File: src/rtl/parking_lot_ctrl.sv
// parking_lot_ctrl: N-spot parking controller.
// Tracks spot occupancy as a bitmap, gives each entering car the lowest free
// spot, runs a timed door sequence per admitted event and queues one pending
// entry and one pending exit while the door is busy.
module parking_lot_ctrl #(
  parameter int N_SPOTS     = 4,
  parameter int IDX_W       = 2,
  parameter int CNT_W       = 3,
  parameter int DOOR_CYCLES = 8
) (
  input  logic               clk_in,
  input  logic               RST,
  input  logic               car_in,
  input  logic               car_out,
  input  logic [IDX_W-1:0]   Ex,
  output logic               entry1,
  output logic               exit1,
  output logic               reject,
  output logic [CNT_W-1:0]   capacity,
  output logic [IDX_W-1:0]   nearest_park,
  output logic               light_door_open,
  output logic               light_full_garage,
  output logic [N_SPOTS-1:0] parking_lights
);

  localparam int DOOR_W = (DOOR_CYCLES > 1) ? $clog2(DOOR_CYCLES) : 1;
  localparam logic [DOOR_W-1:0] DOOR_LAST = DOOR_W'(DOOR_CYCLES - 1);

  typedef enum logic [1:0] {
    S_IDLE     = 2'd0,
    S_DOOR_IN  = 2'd1,
    S_DOOR_OUT = 2'd2
  } state_t;

  state_t              state_q, state_d;
  logic [DOOR_W-1:0]   cnt_q, cnt_d;
  logic [N_SPOTS-1:0]  occ_q, occ_d;

  // Sensor history and arming: a sensor must be seen low after reset before
  // its next rise counts, so a car parked on the sensor across reset release
  // does not fabricate a request.
  logic in_q, out_q, arm_in_q, arm_out_q;
  logic req_in, req_out;

  logic               pend_in_q, pend_in_d;
  logic               pend_out_q, pend_out_d;
  logic [IDX_W-1:0]   pend_ex_q, pend_ex_d;
  logic               clr_in, clr_out;

  logic entry_q, entry_d, exit_q, exit_d, reject_q, reject_d;

  logic [CNT_W-1:0] used_cnt, free_cnt;
  logic [IDX_W-1:0] near_idx;
  logic             ex_ok;

  // Free-spot count and lowest-free-spot encode from the occupancy bitmap.
  always_comb begin
    used_cnt = '0;
    for (int i = 0; i < N_SPOTS; i++) used_cnt = used_cnt + CNT_W'(occ_q[i]);
    free_cnt = CNT_W'(N_SPOTS) - used_cnt;
    near_idx = '0;
    for (int i = N_SPOTS - 1; i >= 0; i--) begin
      if (!occ_q[i]) near_idx = IDX_W'(i);
    end
  end

  // An exit is legal only for an in-range, currently occupied spot.
  always_comb begin
    ex_ok = 1'b0;
    if ({1'b0, pend_ex_q} < (IDX_W + 1)'(N_SPOTS)) ex_ok = occ_q[pend_ex_q];
  end

  // Rising-edge requests and one-deep pending flags; a repeat request while
  // its flag is still set is dropped.
  always_comb begin
    req_in     = arm_in_q  & ~in_q  & car_in;
    req_out    = arm_out_q & ~out_q & car_out;
    pend_in_d  = pend_in_q  ? ~clr_in  : req_in;
    pend_out_d = pend_out_q ? ~clr_out : req_out;
    pend_ex_d  = (req_out && !pend_out_q) ? Ex : pend_ex_q;
  end

  // Next-state and service logic: exits take priority over entries in IDLE.
  always_comb begin
    state_d  = state_q;
    cnt_d    = cnt_q;
    occ_d    = occ_q;
    clr_in   = 1'b0;
    clr_out  = 1'b0;
    entry_d  = 1'b0;
    exit_d   = 1'b0;
    reject_d = 1'b0;
    case (state_q)
      S_IDLE: begin
        if (pend_out_q) begin
          clr_out = 1'b1;
          if (ex_ok) begin
            occ_d[pend_ex_q] = 1'b0;
            exit_d           = 1'b1;
            state_d          = S_DOOR_OUT;
            cnt_d            = '0;
          end else begin
            reject_d = 1'b1;
          end
        end else if (pend_in_q) begin
          clr_in = 1'b1;
          if (free_cnt != '0) begin
            occ_d[near_idx] = 1'b1;
            entry_d         = 1'b1;
            state_d         = S_DOOR_IN;
            cnt_d           = '0;
          end else begin
            reject_d = 1'b1;
          end
        end
      end
      S_DOOR_IN, S_DOOR_OUT: begin
        if (cnt_q == DOOR_LAST) begin
          state_d = S_IDLE;
          cnt_d   = '0;
        end else begin
          cnt_d = cnt_q + 1'b1;
        end
      end
      default: begin
        state_d = S_IDLE;
        cnt_d   = '0;
      end
    endcase
  end

  // State, occupancy, pending and pulse registers.
  always_ff @(posedge clk_in or posedge RST) begin
    if (RST) begin
      state_q    <= S_IDLE;
      cnt_q      <= '0;
      occ_q      <= '0;
      in_q       <= 1'b0;
      out_q      <= 1'b0;
      arm_in_q   <= 1'b0;
      arm_out_q  <= 1'b0;
      pend_in_q  <= 1'b0;
      pend_out_q <= 1'b0;
      pend_ex_q  <= '0;
      entry_q    <= 1'b0;
      exit_q     <= 1'b0;
      reject_q   <= 1'b0;
    end else begin
      state_q    <= state_d;
      cnt_q      <= cnt_d;
      occ_q      <= occ_d;
      in_q       <= car_in;
      out_q      <= car_out;
      arm_in_q   <= arm_in_q  | ~car_in;
      arm_out_q  <= arm_out_q | ~car_out;
      pend_in_q  <= pend_in_d;
      pend_out_q <= pend_out_d;
      pend_ex_q  <= pend_ex_d;
      entry_q    <= entry_d;
      exit_q     <= exit_d;
      reject_q   <= reject_d;
    end
  end

  assign entry1            = entry_q;
  assign exit1             = exit_q;
  assign reject            = reject_q;
  assign capacity          = free_cnt;
  assign nearest_park      = near_idx;
  assign parking_lights    = occ_q;
  assign light_door_open   = (state_q != S_IDLE);
  assign light_full_garage = (free_cnt == '0);

endmodule

File: config.mk
export PLATFORM = sky130hd
export DESIGN_NAME = parking_lot_ctrl
export DESIGN_NICKNAME = d
export VERILOG_FILES = /design/src/rtl/parking_lot_ctrl.sv
export SDC_FILE = /design/constraint.sdc
export NUM_CORES = 1
export LEC_CHECK = 0
export CORE_UTILIZATION = 53
export DETAILED_ROUTE_END_ITERATION = 8
export GPL_ROUTABILITY_DRIVEN = 0
export PLACE_DENSITY_LB_ADDON = 0.12
export SLEW_MARGIN = 20
export SYNTH_ARGS = -nofsm -noshare
export SYNTH_HDL_FRONTEND = slang
export SYNTH_SLANG_ARGS = --single-unit
File: constraint.sdc
create_clock -name clk_in -period 5.8 [get_ports clk_in]
set_input_delay 1.16 -clock clk_in [delete_from_list [all_inputs] [get_ports clk_in]]
set_output_delay 1.16 -clock clk_in [all_outputs]
set_load 0.01 [all_outputs]
==> impl_metrics.env, run 1 <==
export IMPL_setup_tns_ns=0
export IMPL_pwr_share_seq_pct=31.9
export IMPL_antenna_left=0
export IMPL_grt_usage_pct=22.2
export IMPL_cts_tree="yes"
export IMPL_clkSinkCount=20
export IMPL_numCtsBuffers=3
export IMPL_cts_root_buf="clkbuf_4"
export IMPL_synthMostInstantiatedCell="dfrtp_1"
export IMPL_grt_pass1_vias=713
export IMPL_fin_nets=122
export IMPL_power_switching_uw=303
export IMPL_start_kind="register"
export IMPL_yosys_warnings=0
export IMPL_crit_path_end_kind="output pin"
export IMPL_grt_pass1_wl_um=3070
export IMPL_die_w_um=44.7
export IMPL_post_route_util_pct=69.9
export IMPL_ios=20
export IMPL_postSynth_asyncResetShare_pct=100
export IMPL_met3_usage_pct=2.80
export IMPL_worst_pin_slew_ns=0.732
export IMPL_antenna_cells=0
export IMPL_dieHeight_um=44.7
export IMPL_wl_um=1930
export IMPL_swShare_pct=40.8
export IMPL_crit_slowest_cell="fa_1"
export IMPL_area_delta_synth_final_pct=24.8
export IMPL_worstPathArrival_ns=2.90
export IMPL_core_area_um2=1730
export IMPL_start_util_pct=56.0
export IMPL_wire_per_inst_um=14.5
export IMPL_syn_area_per_cell_um2=11.1
export IMPL_critPathMaxFanout=6
export IMPL_first_pass_iters=4
export IMPL_overflow=0
export IMPL_ys_top_cells_by_area="dfrtp_1, ha_1, inv_1"
export IMPL_internal_power_uw=440
export IMPL_power_density_nw_per_um2=616
export IMPL_synthesis_area_um2=967
export IMPL_synth_ff_type="dfrtp_1"
export IMPL_grt_busiest_layer="met2"
export IMPL_fmax_mhz=246
export IMPL_viasPerCell=5.60
export IMPL_path_buf_inv=3
export IMPL_fp_row_count=15
export IMPL_synth_edf_count=0
export IMPL_ctsHoldBuffers=0
export IMPL_cts_resized=0
export IMPL_fin_cells=133
export IMPL_dpl_cell_area_um2=1180
export IMPL_antenna_found_initial=0
export IMPL_hpwl_um=1440
export IMPL_finalHoldViolCount=0
export IMPL_htree_levels=1
export IMPL_use_met2_pct=37.9
export IMPL_combPwrFrac_pct=59.6
export IMPL_period_minus_slack_ns=4.06
export IMPL_cp_slowest_stage_delay_ns=0.55
export IMPL_p_leak_nw=0.569
export IMPL_io_buffers=19
export IMPL_synth_seq_cells=20
export IMPL_clk_pin_slew_ns=0.10
export IMPL_post_route_period_util_pct=70.0
export IMPL_drv_cap=0
export IMPL_dp_cells=130
export IMPL_grt_max_degree=21
export IMPL_vdd_ir_drop_worst_mv=0.459
export IMPL_vias=745
export IMPL_ys_seq_area_share_pct=51.7
export IMPL_crit_family="adder cells"
export IMPL_rsz0062_at_grt="no"
export IMPL_clock_path_buffers=2
export IMPL_synth_distinct_cells=33
export IMPL_die_area_um2=2000
export IMPL_clk_latency_ns=0.29
export IMPL_drtIter0Drc=10
export IMPL_fin_skew_ns=0.000619
export IMPL_holdWs_ns=0.483
export IMPL_drive_above_1_share_pct=11.1
export IMPL_yosysTopAreaCell="dfrtp_1"
export IMPL_outcome="finished clean"
export IMPL_crit_chain="fa_1 -> inv_1 -> ha_1 -> ha_1 -> or3_1 -> inv_1 -> clkdlybuf4s50_1"
export IMPL_finalInstanceArea_um2=1210
export IMPL_synth_cells=87
export IMPL_synth_top_area_share_pct=51.7
export IMPL_maxSlewViolCount=0
export IMPL_drc=0
export IMPL_synthesis_nets=99
export IMPL_hold_class="register to register"
export IMPL_crit_required_ns=4.64
export IMPL_gr_usage_met1_pct=26.7
export IMPL_setup_violations=0
export IMPL_slew_headroom_pct=51.1
export IMPL_cts_setup_buffers=0
export IMPL_pwr_share_clk_pct=8.4
export IMPL_yosys_top_cells_count="dfrtp_1, inv_1, nand2_1"
export IMPL_crit_type="register to output pin"
[sequential cells by signal, indices dropped and copies added, names as in the netlist]
name	count
state_q	2
arm_out_q	1
exit1	1
parking_lights	4
out_q	1
arm_in_q	1
reject	1
entry1	1
cnt_q	3
pend_ex_q	2
in_q	1
pend_in_q	1
pend_out_q	1
[final cells by class]
type | instances | area [um2]
sequential | 20 | 500
multi-input combinational | 53 | 414
clock buffer | 3 | 22.5
timing repair buffer | 19 | 190
tap | 25 | 31.3
inverter | 13 | 48.8
fill | 138 | 519
[power groups by stage]
stage	Combinational [mW]	Sequential, mW	Clock, mW
2_1_floorplan	0.260	0.231	0
3_3_place_gp	0.427	0.235	0
3_5_place_dp	0.440	0.239	0
4_1_cts	0.443	0.236	0.0651
5_1_grt	0.485	0.245	0.0687
6_report	0.443	0.238	0.0625
[per-stage QoR]
stage / total power [mW] / setup WS [ns]
finish: 0.743 / 1.74
floorplan: 0.491 / 2.59
detailed placement: 0.679 / 2.08
CTS: 0.744 / 1.75
global route: 0.799 / 1.64
global placement: 0.662 / 2.15
[logic make-up after synthesis]
kind of cell | Yosys count | synth area share [%]
and+or+nand+nor | 27 | 15.5
DFF | 20 | 51.7
AOI/OAI and AO/OA | 14 | 10.5
buffers and inverters | 14 | 5.43
muxes | 6 | 8.28
adders and majority gates | 6 | 8.54
[worst paths after layout]
check	from	to	slack (ns)	cells past startpoint
max	parking_lights[1]$_DFFE_PP0P_	light_full_garage	1.74	7
min	arm_out_q$_DFF_PP0_	arm_out_q$_DFF_PP0_	0.48	1
max reg2reg	parking_lights[1]$_DFFE_PP0P_	cnt_q[0]$_DFFE_PP0P_	3.01	7
min reg2reg	arm_out_q$_DFF_PP0_	arm_out_q$_DFF_PP0_	0.48	1
max in group asynchronous	RST	parking_lights[3]$_DFFE_PP0P_	4.06	2
min in group asynchronous	RST	out_q$_DFF_PP0_	1.29	2
[cells in the final DEF, fill, tap and decap left out, drive strengths merged, types with 2 or more instances in the layout]
master,netlist,routed
o211ai,2,2
inv,13,13
nand3,2,2
a21oi,3,3
mux2,3,3
o21ai,2,2
nor2,2,2
dfrtp,20,20
clkdlybuf4s50,0,19
nand2b,4,4
nand2,8,8
ha,5,5
clkbuf,1,3
or2,2,2
mux2i,2,2
[metal layers]
metal	share of wire (%)	routed length [um]	up-vias
met1	41	799	365
li1	-	-	341
met5	0	0	-
met3	5.8	111	8
met2	49	953	31
met4	3.2	61	0
Power figures use the tool's default switching activity.
==> inputs of run 2 (changes only) <==
Settings changed: CORE_ASPECT_RATIO set to 1.5, CORE_UTILIZATION 53 to 49.
Clock period 5.8 ns to 4.2 ns, I/O delays scaled along.
==> impl_metrics.env, run 2 (same netlist as run 1, synthesis figures left out) <==
export IMPL_grt_pass1_wl_um=2930
export IMPL_worstPathArrival_ns=2.87
export IMPL_wl_um=1680
export IMPL_die_w_um=38.3
export IMPL_reg2reg_to="cnt_q[0]$_DFFE_PP0P_"
export IMPL_layout_commonest_cell="dfrtp_1"
export IMPL_cp_slowest_stage_delay_ns=0.55
export IMPL_setup_tns_ns=0
export IMPL_die_area_um2=2160
export IMPL_largest_reg_flops=4
export IMPL_numCtsBuffers=3
export IMPL_crit_required_ns=3.36
export IMPL_period_minus_slack_ns=3.71
export IMPL_path_buf_inv=3
export IMPL_finalInstanceArea_um2=1230
export IMPL_grt_usage_pct=19.3
export IMPL_cts_tree="yes"
export IMPL_antenna_cells=0
export IMPL_cts_resized=0
export IMPL_maxSlewViolCount=0
export IMPL_vias=704
export IMPL_slew_headroom_pct=50.2
export IMPL_r2r_setup_slack_ns=1.46
export IMPL_rsz0062_at_grt="no"
export IMPL_drive_above_1_share_pct=11.9
export IMPL_crit_type="register to output pin"
export IMPL_clk_pin_slew_ns=0.11
export IMPL_first_pass_iters=2
export IMPL_start_kind="register"
export IMPL_area_delta_synth_final_pct=27.4
export IMPL_crit_family="adder cells"
export IMPL_hold_class="register to register"
export IMPL_setup_violations=0
export IMPL_worst_pin_slew_ns=0.746
export IMPL_vdd_ir_drop_worst_mv=0.516
export IMPL_antenna_found_initial=0
export IMPL_dieHeight_um=56.4
export IMPL_clock_path_buffers=2
export IMPL_wl_met3_um=50
export IMPL_hp_start="arm_out_q$_DFF_PP0_"
export IMPL_whs_endpoint="arm_out_q$_DFF_PP0_"
export IMPL_crit_path_end_kind="output pin"
export IMPL_fin_nets=122
export IMPL_fmax_mhz=270
export IMPL_drtIter0Drc=4
export IMPL_clk_latency_ns=0.30
export IMPL_wl_met1_um=711
export IMPL_top_layer_used="met4"
export IMPL_overflow=0
export IMPL_power_density_nw_per_um2=869
export IMPL_finalPower_mw=1.07
export IMPL_critPathMaxFanout=6
export IMPL_holdWs_ns=0.475
export IMPL_grt_pass1_vias=690
export IMPL_cts_setup_buffers=0
export IMPL_drv_cap=0
export IMPL_dpl_cell_area_um2=1180
export IMPL_core_area_um2=1850
export IMPL_viasPerCell=5.42
export IMPL_grt_max_degree=21
export IMPL_clkSinkCount=20
export IMPL_hold_depth=1
export IMPL_start_util_pct=52.2
export IMPL_p_leak_nw=0.583
export IMPL_post_route_period_util_pct=88.3
export IMPL_fin_skew_ns=0.00298
export IMPL_outcome="finished clean"
export IMPL_reg2reg_from="parking_lights[1]$_DFFE_PP0P_"
export IMPL_wire_per_inst_um=12.9
export IMPL_fp_row_count=19
export IMPL_io_buffers=19
export IMPL_hpwl_um=1280
export IMPL_r2r_cells=7
export IMPL_ios=20
export IMPL_antenna_left=0
export IMPL_dp_cells=126
export IMPL_htree_levels=1
export IMPL_ctsHoldBuffers=0
export IMPL_routed_wl_met2_um=866
export IMPL_fin_cells=130
export IMPL_finalHoldViolCount=0
export IMPL_mostFrequentLayoutCells="dfrtp_1, clkdlybuf4s50_1, inv_1"
export IMPL_cts_root_buf="clkbuf_4"
export IMPL_drc=0
export IMPL_crit_slowest_cell="fa_1"
export IMPL_crit_chain="fa_1 -> inv_1 -> ha_1 -> ha_1 -> or3_1 -> inv_1 -> clkdlybuf4s50_1"
run 2: final cells by class:
class                           instances  area, um2
Timing Repair Buffer                   19        190
Tap cell                               21       26.3
Sequential cell                        20        500
Multi-Input combinational cell         53        414
Clock buffer                            3       22.5
Clock inverter                          1       30.0
Fill cell                             155        622
Inverter                               13       48.8
run 2: worst reg2reg max path: stages, from the launching register on:
cell     delay, ns
dfrtp_1       0.45
fa_1          0.55
inv_1         0.04
ha_1          0.17
ha_1          0.28
or3_1         0.41
a221o_2       0.42
mux2_4        0.31
run 2: worst max-delay path by stage:
stage	startpoint	to	slack [ns]	cells past startpoint
after global routing	parking_lights[1]$_DFFE_PP0P_	light_full_garage	0.34	7
after global placement	parking_lights[1]$_DFFE_PP0P_	light_full_garage	0.86	7
after floorplan	parking_lights[1]$_DFFE_PP0P_	light_full_garage	1.31	6
final	parking_lights[1]$_DFFE_PP0P_	light_full_garage	0.49	7
after detailed placement	parking_lights[1]$_DFFE_PP0P_	light_full_garage	0.83	7
after CTS	parking_lights[1]$_DFFE_PP0P_	light_full_garage	0.47	7
run 2: power by group:
group / internal, mW / total, mW / switching (mW) / leakage (nW)
sequential: 0.256 / 0.324 / 0.0683 / 0.237
clock: 0.0965 / 0.156 / 0.0595 / 0.0279
combinational: 0.319 / 0.591 / 0.272 / 0.318
run 2: stage by stage:
| step | utilization, % | worst slack (ns) |
|---|---|---|
| 2_1_floorplan | - | 1.31 |
| 6_report | 66.5 | 0.493 |
| 4_1_cts | 66.5 | 0.474 |
| 3_3_place_gp | 63.6 | 0.863 |
| 3_5_place_dp | 63.6 | 0.833 |
| 5_1_grt | 66.5 | 0.342 |
run 2: layer usage:
| metal | global-route usage [%] | vias up |
|---|---|---|
| li1 | - | 347 |
| met1 | 21.8 | 334 |
| met2 | 32.2 | 18 |
| met3 | 3.56 | 5 |
| met4 | 10.7 | 0 |
| met5 | 0 | - |
